`src/rtl/seg_pkg.sv`:
```
// Shared constants, state encoding and write payload for the segment scanner.
package seg_pkg;

  localparam int unsigned NUM_DIGITS = 8;
  localparam int unsigned IDX_W      = 3;
  localparam int unsigned NIB_W      = 4;
  localparam int unsigned SEG_W      = 7;

  // Active-low "everything off" patterns.
  localparam logic [SEG_W-1:0]      SEG_BLANK = 7'h7F;
  localparam logic [NUM_DIGITS-1:0] AN_OFF    = 8'hFF;

  typedef enum logic [1:0] {
    ST_IDLE = 2'd0,
    ST_SHOW = 2'd1,
    ST_GAP  = 2'd2
  } state_e;

  typedef struct packed {
    logic [IDX_W-1:0] digit;
    logic [NIB_W-1:0] data;
    logic             blank;
  } wr_req_t;

  function automatic int unsigned max_u(input int unsigned a, input int unsigned b);
    return (a > b) ? a : b;
  endfunction

endpackage

```
`src/rtl/seg_scan_ctrl_sevenseg.sv`:
```
// Hex nibble to active-low {g,f,e,d,c,b,a} glyph decoder.
module seg_scan_ctrl_sevenseg
  import seg_pkg::*;
(
  input  logic [NIB_W-1:0] nib_i,
  output logic [SEG_W-1:0] seg_o
);

  // Glyph lookup, 0-9 then A b C d E F.
  always_comb begin
    seg_o = SEG_BLANK;
    case (nib_i)
      4'h0: seg_o = 7'h40;
      4'h1: seg_o = 7'h79;
      4'h2: seg_o = 7'h24;
      4'h3: seg_o = 7'h30;
      4'h4: seg_o = 7'h19;
      4'h5: seg_o = 7'h12;
      4'h6: seg_o = 7'h02;
      4'h7: seg_o = 7'h78;
      4'h8: seg_o = 7'h00;
      4'h9: seg_o = 7'h10;
      4'hA: seg_o = 7'h08;
      4'hB: seg_o = 7'h03;
      4'hC: seg_o = 7'h46;
      4'hD: seg_o = 7'h21;
      4'hE: seg_o = 7'h06;
      4'hF: seg_o = 7'h0E;
      default: seg_o = SEG_BLANK;
    endcase
  end

endmodule

```
`src/rtl/seg_scan_ctrl.sv`:
```
// Eight-digit multiplexed seven-segment scanner with blanking gaps,
// per-digit blanking and leading-zero suppression.
module seg_scan_ctrl
  import seg_pkg::*;
#(
  parameter int unsigned DWELL = 50000,
  parameter int unsigned GUARD = 500
) (
  input  logic                  clock,
  input  logic                  resetn,
  input  logic                  scan_en,
  input  logic                  lz_en,
  input  logic                  wr_valid,
  output logic                  wr_ready,
  input  logic [IDX_W-1:0]      wr_digit,
  input  logic [NIB_W-1:0]      wr_data,
  input  logic                  wr_blank,
  output logic [SEG_W-1:0]      seg,
  output logic [NUM_DIGITS-1:0] an
);

  localparam int unsigned CNT_W = $clog2(max_u(DWELL, GUARD) + 1);

  state_e                  state_q, state_d;
  logic [IDX_W-1:0]        idx_q, idx_d;
  logic [CNT_W-1:0]        cnt_q, cnt_d;
  logic [NIB_W-1:0]        nib_q [NUM_DIGITS];
  logic [NUM_DIGITS-1:0]   blank_q;
  logic [SEG_W-1:0]        seg_q, seg_d;
  logic [NUM_DIGITS-1:0]   an_q, an_d;
  logic [SEG_W-1:0]        glyph;
  logic [NUM_DIGITS-1:0]   lit_above;
  logic                    lz_acc;
  logic                    digit_dark;
  logic                    wr_fire;
  wr_req_t                 wr_req;

  assign wr_req = '{digit: wr_digit, data: wr_data, blank: wr_blank};

  // Only the digit currently being shown is locked against writes.
  assign wr_ready = (state_q != ST_SHOW) || (wr_req.digit != idx_q);
  assign wr_fire  = wr_valid && wr_ready;

  // Single decoder shared by all digits, fed by the scanned nibble.
  seg_scan_ctrl_sevenseg u_dec (
    .nib_i (nib_q[idx_q]),
    .seg_o (glyph)
  );

  // lit_above[i]: some digit at index >= i is visible and nonzero.
  always_comb begin
    lz_acc    = 1'b0;
    lit_above = '0;
    for (int i = int'(NUM_DIGITS) - 1; i >= 0; i--) begin
      lz_acc       = lz_acc | (!blank_q[i] && (nib_q[i] != 4'd0));
      lit_above[i] = lz_acc;
    end
  end

  assign digit_dark = blank_q[idx_q] ||
                      (lz_en && (idx_q != '0) && !lit_above[idx_q]);

  // Scan sequencing next-state and next display pattern.
  always_comb begin
    state_d = state_q;
    idx_d   = idx_q;
    cnt_d   = cnt_q;
    an_d    = AN_OFF;
    seg_d   = SEG_BLANK;
    unique case (state_q)
      ST_IDLE: begin
        idx_d = '0;
        cnt_d = '0;
        if (scan_en) begin
          state_d = ST_SHOW;
        end
      end
      ST_SHOW: begin
        an_d  = ~(8'h01 << idx_q);
        seg_d = digit_dark ? SEG_BLANK : glyph;
        if (!scan_en) begin
          state_d = ST_IDLE;
          idx_d   = '0;
          cnt_d   = '0;
        end else if (cnt_q == CNT_W'(DWELL - 1)) begin
          state_d = ST_GAP;
          cnt_d   = '0;
        end else begin
          cnt_d = cnt_q + CNT_W'(1);
        end
      end
      ST_GAP: begin
        if (!scan_en) begin
          state_d = ST_IDLE;
          idx_d   = '0;
          cnt_d   = '0;
        end else if (cnt_q == CNT_W'(GUARD - 1)) begin
          state_d = ST_SHOW;
          cnt_d   = '0;
          idx_d   = idx_q + IDX_W'(1);
        end else begin
          cnt_d = cnt_q + CNT_W'(1);
        end
      end
      default: begin
        state_d = ST_IDLE;
        idx_d   = '0;
        cnt_d   = '0;
      end
    endcase
  end

  // Scan state register.
  always_ff @(posedge clock) begin
    if (!resetn) begin
      state_q <= ST_IDLE;
      idx_q   <= '0;
      cnt_q   <= '0;
    end else begin
      state_q <= state_d;
      idx_q   <= idx_d;
      cnt_q   <= cnt_d;
    end
  end

  // Registered segment and anode drivers.
  always_ff @(posedge clock) begin
    if (!resetn) begin
      seg_q <= SEG_BLANK;
      an_q  <= AN_OFF;
    end else begin
      seg_q <= seg_d;
      an_q  <= an_d;
    end
  end

  // Digit nibble and blank-flag storage.
  always_ff @(posedge clock) begin
    if (!resetn) begin
      for (int i = 0; i < int'(NUM_DIGITS); i++) begin
        nib_q[i] <= '0;
      end
      blank_q <= '1;
    end else if (wr_fire) begin
      nib_q[wr_req.digit]   <= wr_req.data;
      blank_q[wr_req.digit] <= wr_req.blank;
    end
  end

  assign seg = seg_q;
  assign an  = an_q;

endmodule

```
`config.mk`:
```
export PLATFORM = sky130hd
export DESIGN_NAME = seg_scan_ctrl
export DESIGN_NICKNAME = d
export VERILOG_FILES = /design/src/rtl/seg_pkg.sv /design/src/rtl/seg_scan_ctrl_sevenseg.sv /design/src/rtl/seg_scan_ctrl.sv
export SDC_FILE = /design/constraint.sdc
export NUM_CORES = 1
export LEC_CHECK = 0
export BUFFER_PORTS_ARGS = -buffer_cell sky130_fd_sc_hd__buf_2
export CAP_MARGIN = 20
export CORE_UTILIZATION = 30
export CTS_CLUSTER_SIZE = 10
export DETAILED_ROUTE_END_ITERATION = 8
export GPL_ROUTABILITY_DRIVEN = 0
export HOLD_SLACK_MARGIN = 0.06
export SYNTH_ARGS = -nofsm -noshare
export SYNTH_HDL_FRONTEND = slang
export SYNTH_SLANG_ARGS = --single-unit
```
`constraint.sdc`:
```
create_clock -name clock -period 2.8 [get_ports clock]
set_clock_uncertainty 0.1 [all_clocks]
set_input_delay 0.28 -clock clock [delete_from_list [all_inputs] [get_ports clock]]
set_output_delay 0.28 -clock clock [all_outputs]
set_load 0.005 [all_outputs]
```
Yosys cells after proc, flatten, opt, wreduce, memory -nomap -nowiden. Memories as Yosys holds them, arrays and structs flattened. A register that Yosys moved wholly into a read port is not among the register bits. Cells that the tools add are included.

Register bits after elaboration: 37. RAM bits: 32. Memory bits (read-only): 112. Input port bits: 13. Output and inout bits: 16. Logic and storage cells: 102. Memories kept: 2.

Add/sub/neg operators: 2. Magnitude comparators: 3. Eq/ne operators: 10. Shift operators: 1. Mux-type cells: 31. Bitwise gates (word level): 10. Reduce and logical (&&, ||, !) cells: 38.

Memory list: (no name shown) (depth 16, bits a word 7, rd ports 1, clocked after memory_dff 1, wr ports 0, line seg_scan_ctrl_sevenseg.sv:12) `case (nib_i)`; nib_q (depth 8, bits a word 4, rd ports 9, clocked after memory_dff 1, wr ports 8, line seg_scan_ctrl.sv:27) `logic [NIB_W-1:0] nib_q [NUM_DIGITS];`.

Operators with widths (number): 2-to-1 mux 16 bit (4); case mux 16 bit (2 select lines) (1); nonzero test 4 bit (8); 2-to-1 mux 3 bit (6); adder 16 x 1 -> 16 bit (second input constant) (1); == test 16 bit (second input constant) (1); == test 16 x 9 -> 1 bit (second input constant) (1); logical AND 1 bit (12); 2-to-1 mux 2 bit (5); logical NOT 1 bit (9); bitwise mux 8 bit (1); less-than comparator 3 x 4 -> 1 bit (second input constant) (2); 2-to-1 mux 1 bit (8); inverter 8 bit (1); left shift 1 x 3 -> 8 bit (first input constant) (1); OR 1 bit (7); binary-select mux 1 bit (select 3 bit) (2); inequality test 3 bit (second input constant) (2); case mux 2 bit (3 select lines) (1); case mux 3 bit (2 select lines) (1); 2-to-1 mux 4 bit (1); inequality test 2 bit (second input constant) (2); AND reduction 2 bit (2); OR reduction 4 bit (1); 13 further kinds (15).

Depth between registers and ports, before layout.
Depth after elaboration: 15. Mapped depth: 9. Depth with buffers taken out: 8.

Modules after synthesis. From an unflattened synthesis, not the netlist that was laid out.

Cells, all modules: 374. Area total of the unflattened synthesis: 3932.5 um2.

Modules (own cells, without submodules): seg_scan_ctrl (times used 1, cells each 341, area an instance 3658.5 um2); seg_scan_ctrl_sevenseg (times used 1, cells each 33, area an instance 274.0 um2).

Worst setup path after synthesis. Ideal clock, no wire load.

Path kind: reg2reg. Start point: register with a tool-made name. End point: register seg_q[3] (netlist: seg[3]). Arrival time: 2094 ps. Data required time: 2565 ps. Setup slack: 471 ps. Stages on the path, launching flop included: 9. Cell sequence: dfxtp_1 -> clkbuf_1 -> mux4_2 -> mux2i_1 -> inv_1 -> ha_1 -> mux2i_1 -> mux2_2 -> nand2_1.

RTL lines: end, declared (line seg_scan_ctrl.sv:29) `logic [SEG_W-1:0] seg_q, seg_d;`.

==> impl_metrics.tcl <==
set metrics [dict create \
    start_util_pct 31.1 \
    crit_chain "mux4_2 -> mux2i_1 -> inv_1 -> ha_1 -> mux2i_1 -> mux2_2 -> nand2_1" \
    tritoncts "done" \
    yosys_warnings 0 \
    ant_nets 0 \
    cp_slowest_stage_delay_ps 550 \
    yosysSeqAreaShare_pct 50.2 \
    regToRegEndpoint "seg[3]" \
    worstSetupPathType "reg -> reg" \
    period_minus_slack_ps 2460 \
    r2r_cells 7 \
    dieArea_sq_um 13100 \
    ctsHoldBuffers 0 \
    synth_top_area_share_pct 25.4 \
    vias 2806 \
    hold_path.class "in -> reg" \
    ctsResizeCount 0 \
    area_delta_synth_final_pct 17.3 \
    final_nets 412 \
    drive_gt1_share_pct 18.3 \
    async_reset_ff_share_pct 0 \
    grt_setup_unrepaired "no" \
    report.final.hold_viol_count 0 \
    fin_tns_setup_ps 0 \
    maxCapViolCount 0 \
    dp_hpwl_um 6320 \
    r2r_setup_slack_ps 340 \
    synth_nets 380 \
    max-vdd-ir-drop_mv 0.312 \
    synth_enable_flop_cells 32 \
    synth_cells 350 \
    required_ps 2940 \
    gr-total-overflow 0 \
    grt_pass1_vias 2714 \
    path_max_fanout 5 \
    setup.worst_path.start_class "register" \
    grt_pass1_wl_um 13800 \
    die_height_um 114 \
    tightest_slew_ps 779 \
    fin_crit_sh_pct 87.9 \
    ioPinCount 29 \
    syn_area_sq_um 3790 \
    yosys.cell_types.count 49 \
    status "completed" \
    grtUsageTotal_pct 14.0 \
    synth.area.top_cells "edfxtp_1 25%, dfxtp_1 25%, mux4_2 5.9%" \
    clkTransAtPathRegs_ps 60 \
    die_w_um 114 \
    crit_path_end_kind "register" \
    synthFlopType "dfxtp_1" \
    numPortBuffers 28 \
    max_freq_mhz 406 \
    total_power_mw 2.74 \
    row_count 40 \
    yosysTopAreaCell "edfxtp_1" \
    cts-htree-levels 3 \
    finalSetupViolations 0 \
    utilization_pct 36.5 \
    drt_iter0_markers 229 \
    clkSinkCount 79 \
    clockRootBuffer "clkbuf_16" \
    dp.cells 539 \
    crit_top_cell "mux2i_1" \
    via_per_inst 5.06 \
    antenna_found_initial 0 \
    critical_path_arrival_ps 2600 \
    power_density_nw_per_um2 616 \
    cts_setup_buffers 0 \
    n_antenna_cell 0 \
    setup.worst_path.end "seg[3]" \
    clock_latency_ps 350 \
    maxSlewHeadroom_pct 47.5 \
    cts_buffers 9 \
    slew_violations 0 \
    placed_area_sq_um 4140 \
    final_cell_count_no_fill 555 \
    drt_wl_total_um 8570 \
    coreArea_sq_um 12200 \
    worst_path_max_delay_cell "mux4_2" \
    dr.pass1.iters 4 \
    drc 0 \
    wire_per_inst_um 15.4 \
    avgSynthCellArea_sq_um 10.8 \
    yosys_register_bits 79 \
    grt_max_degree 29 \
    fin_area_sq_um 4440 \
    p_leak_nw 1.59 \
    clk_path_buf_depth 2 \
]
-- cells in the mapped netlist (2+ instances only) --
cell       count
edfxtp_1      32
nand2_1       18
nor2_1        29
a21oi_1        3
nand4_1        8
xor2_1         9
ha_1          17
o22ai_1        2
and3_1         3
o21a_1         2
and2_1         3
buf_1          3
nor2b_1        3
and4_1         4
mux4_2        10
buf_2          4
buf_4          2
a31oi_1        3
a211oi_1       2
nor3_1        29
o221ai_1       4
nand2b_1       2
mux2_2         2
clkbuf_1      10
inv_1         19
mux2i_1        9
o2111ai_1      2
nor4_1        12
o21ai_0        7
nand3_1       17
o211ai_1       3
dfxtp_1       47
xnor2_1        8
o32a_1         6
nor3b_1        2
-- sequential cells by signal, indices dropped and copies added, names as in the netlist, named ones only --
signal,cells
seg,7
state_q,2
blank_q,8
cnt_q,16
nib_q,32
an,8
idx_q,3
-- how the worst min path moves through the flow --
| stage | start | to | slack, ps | cells after the start |
|---|---|---|---|---|
| 5_1_grt | wr_blank | blank_q[7] | 220 | 2 |
| 3_5_place_dp | cnt_q[0] | cnt_q[0] | 350 | 1 |
| 4_1_cts | wr_digit[1] | blank_q[7] | 180 | 3 |
| 3_3_place_gp | cnt_q[0] | cnt_q[0] | 340 | 1 |
| 2_1_floorplan | cnt_q[0] | cnt_q[0] | 330 | 1 |
| 6_report | wr_digit[1] | blank_q[7] | 210 | 3 |
-- cell type report --
cell class                      instances  area (sq um)
Clock inverter                          5          53.8
Clock buffer                           11           244
Sequential cell                        79          1900
Multi-Input combinational cell        233          1730
Timing Repair Buffer                   40           230
Tap cell                              168           210
Inverter                               19          71.3
Fill cell                            1204          7720
-- stage by stage --
step	hold WS, ps	worst slack [ps]
detailed placement	348	318
finish	208	338
CTS	184	292
floorplan	326	471
global placement	339	471
global route	217	171
-- worst max-delay path, delay by kind of cell (launching register included) --
kind                     cells  cell delay [ps]
flip-flops                   1              520
multiplexers                 4             1200
AND/OR/NAND/NOR              1               50
adder cells (fa/ha/maj)      1              300
buffers and inverters        1              190
-- layer usage --
metal  vias to the layer above  global-route usage (%)  part of all wire, %
met5                         -                       0                    0
met2                        94                    22.1                   47
met1                      1326                    17.7                   46
li1                       1369                       -                    -
met4                         0                    6.23                  1.8
met3                        17                    4.18                  5.5
-- power by group --
| part | switching (mW) | internal [mW] | leakage, nW |
|---|---|---|---|
| combinational | 0.176 | 0.0996 | 0.734 |
| clock | 0.466 | 0.718 | 0.154 |
| sequential | 0.0334 | 1.24 | 0.701 |
-- logic make-up (layout without fill, tap and decap cells) --
family	after synthesis	in the layout	synth area share, %
simple gates	135	135	18.2
flops	79	79	50.2
compound gates	42	42	8.42
buf+inv	38	75	4.10
mux	22	22	9.51
fa+ha+maj	17	17	5.62
xor+xnor	17	17	3.93
-- cells in the final DEF (no fill, tap or decap), types with 10 or more instances in the layout --
cell type	n
nand3_1	17
nor2_1	29
dfxtp_1	47
inv_1	19
nand2_1	18
buf_4	12
ha_1	17
edfxtp_1	32
nor3_1	29
buf_2	28
mux4_2	10
nor4_1	12
(Power assumes the default switching activity.)
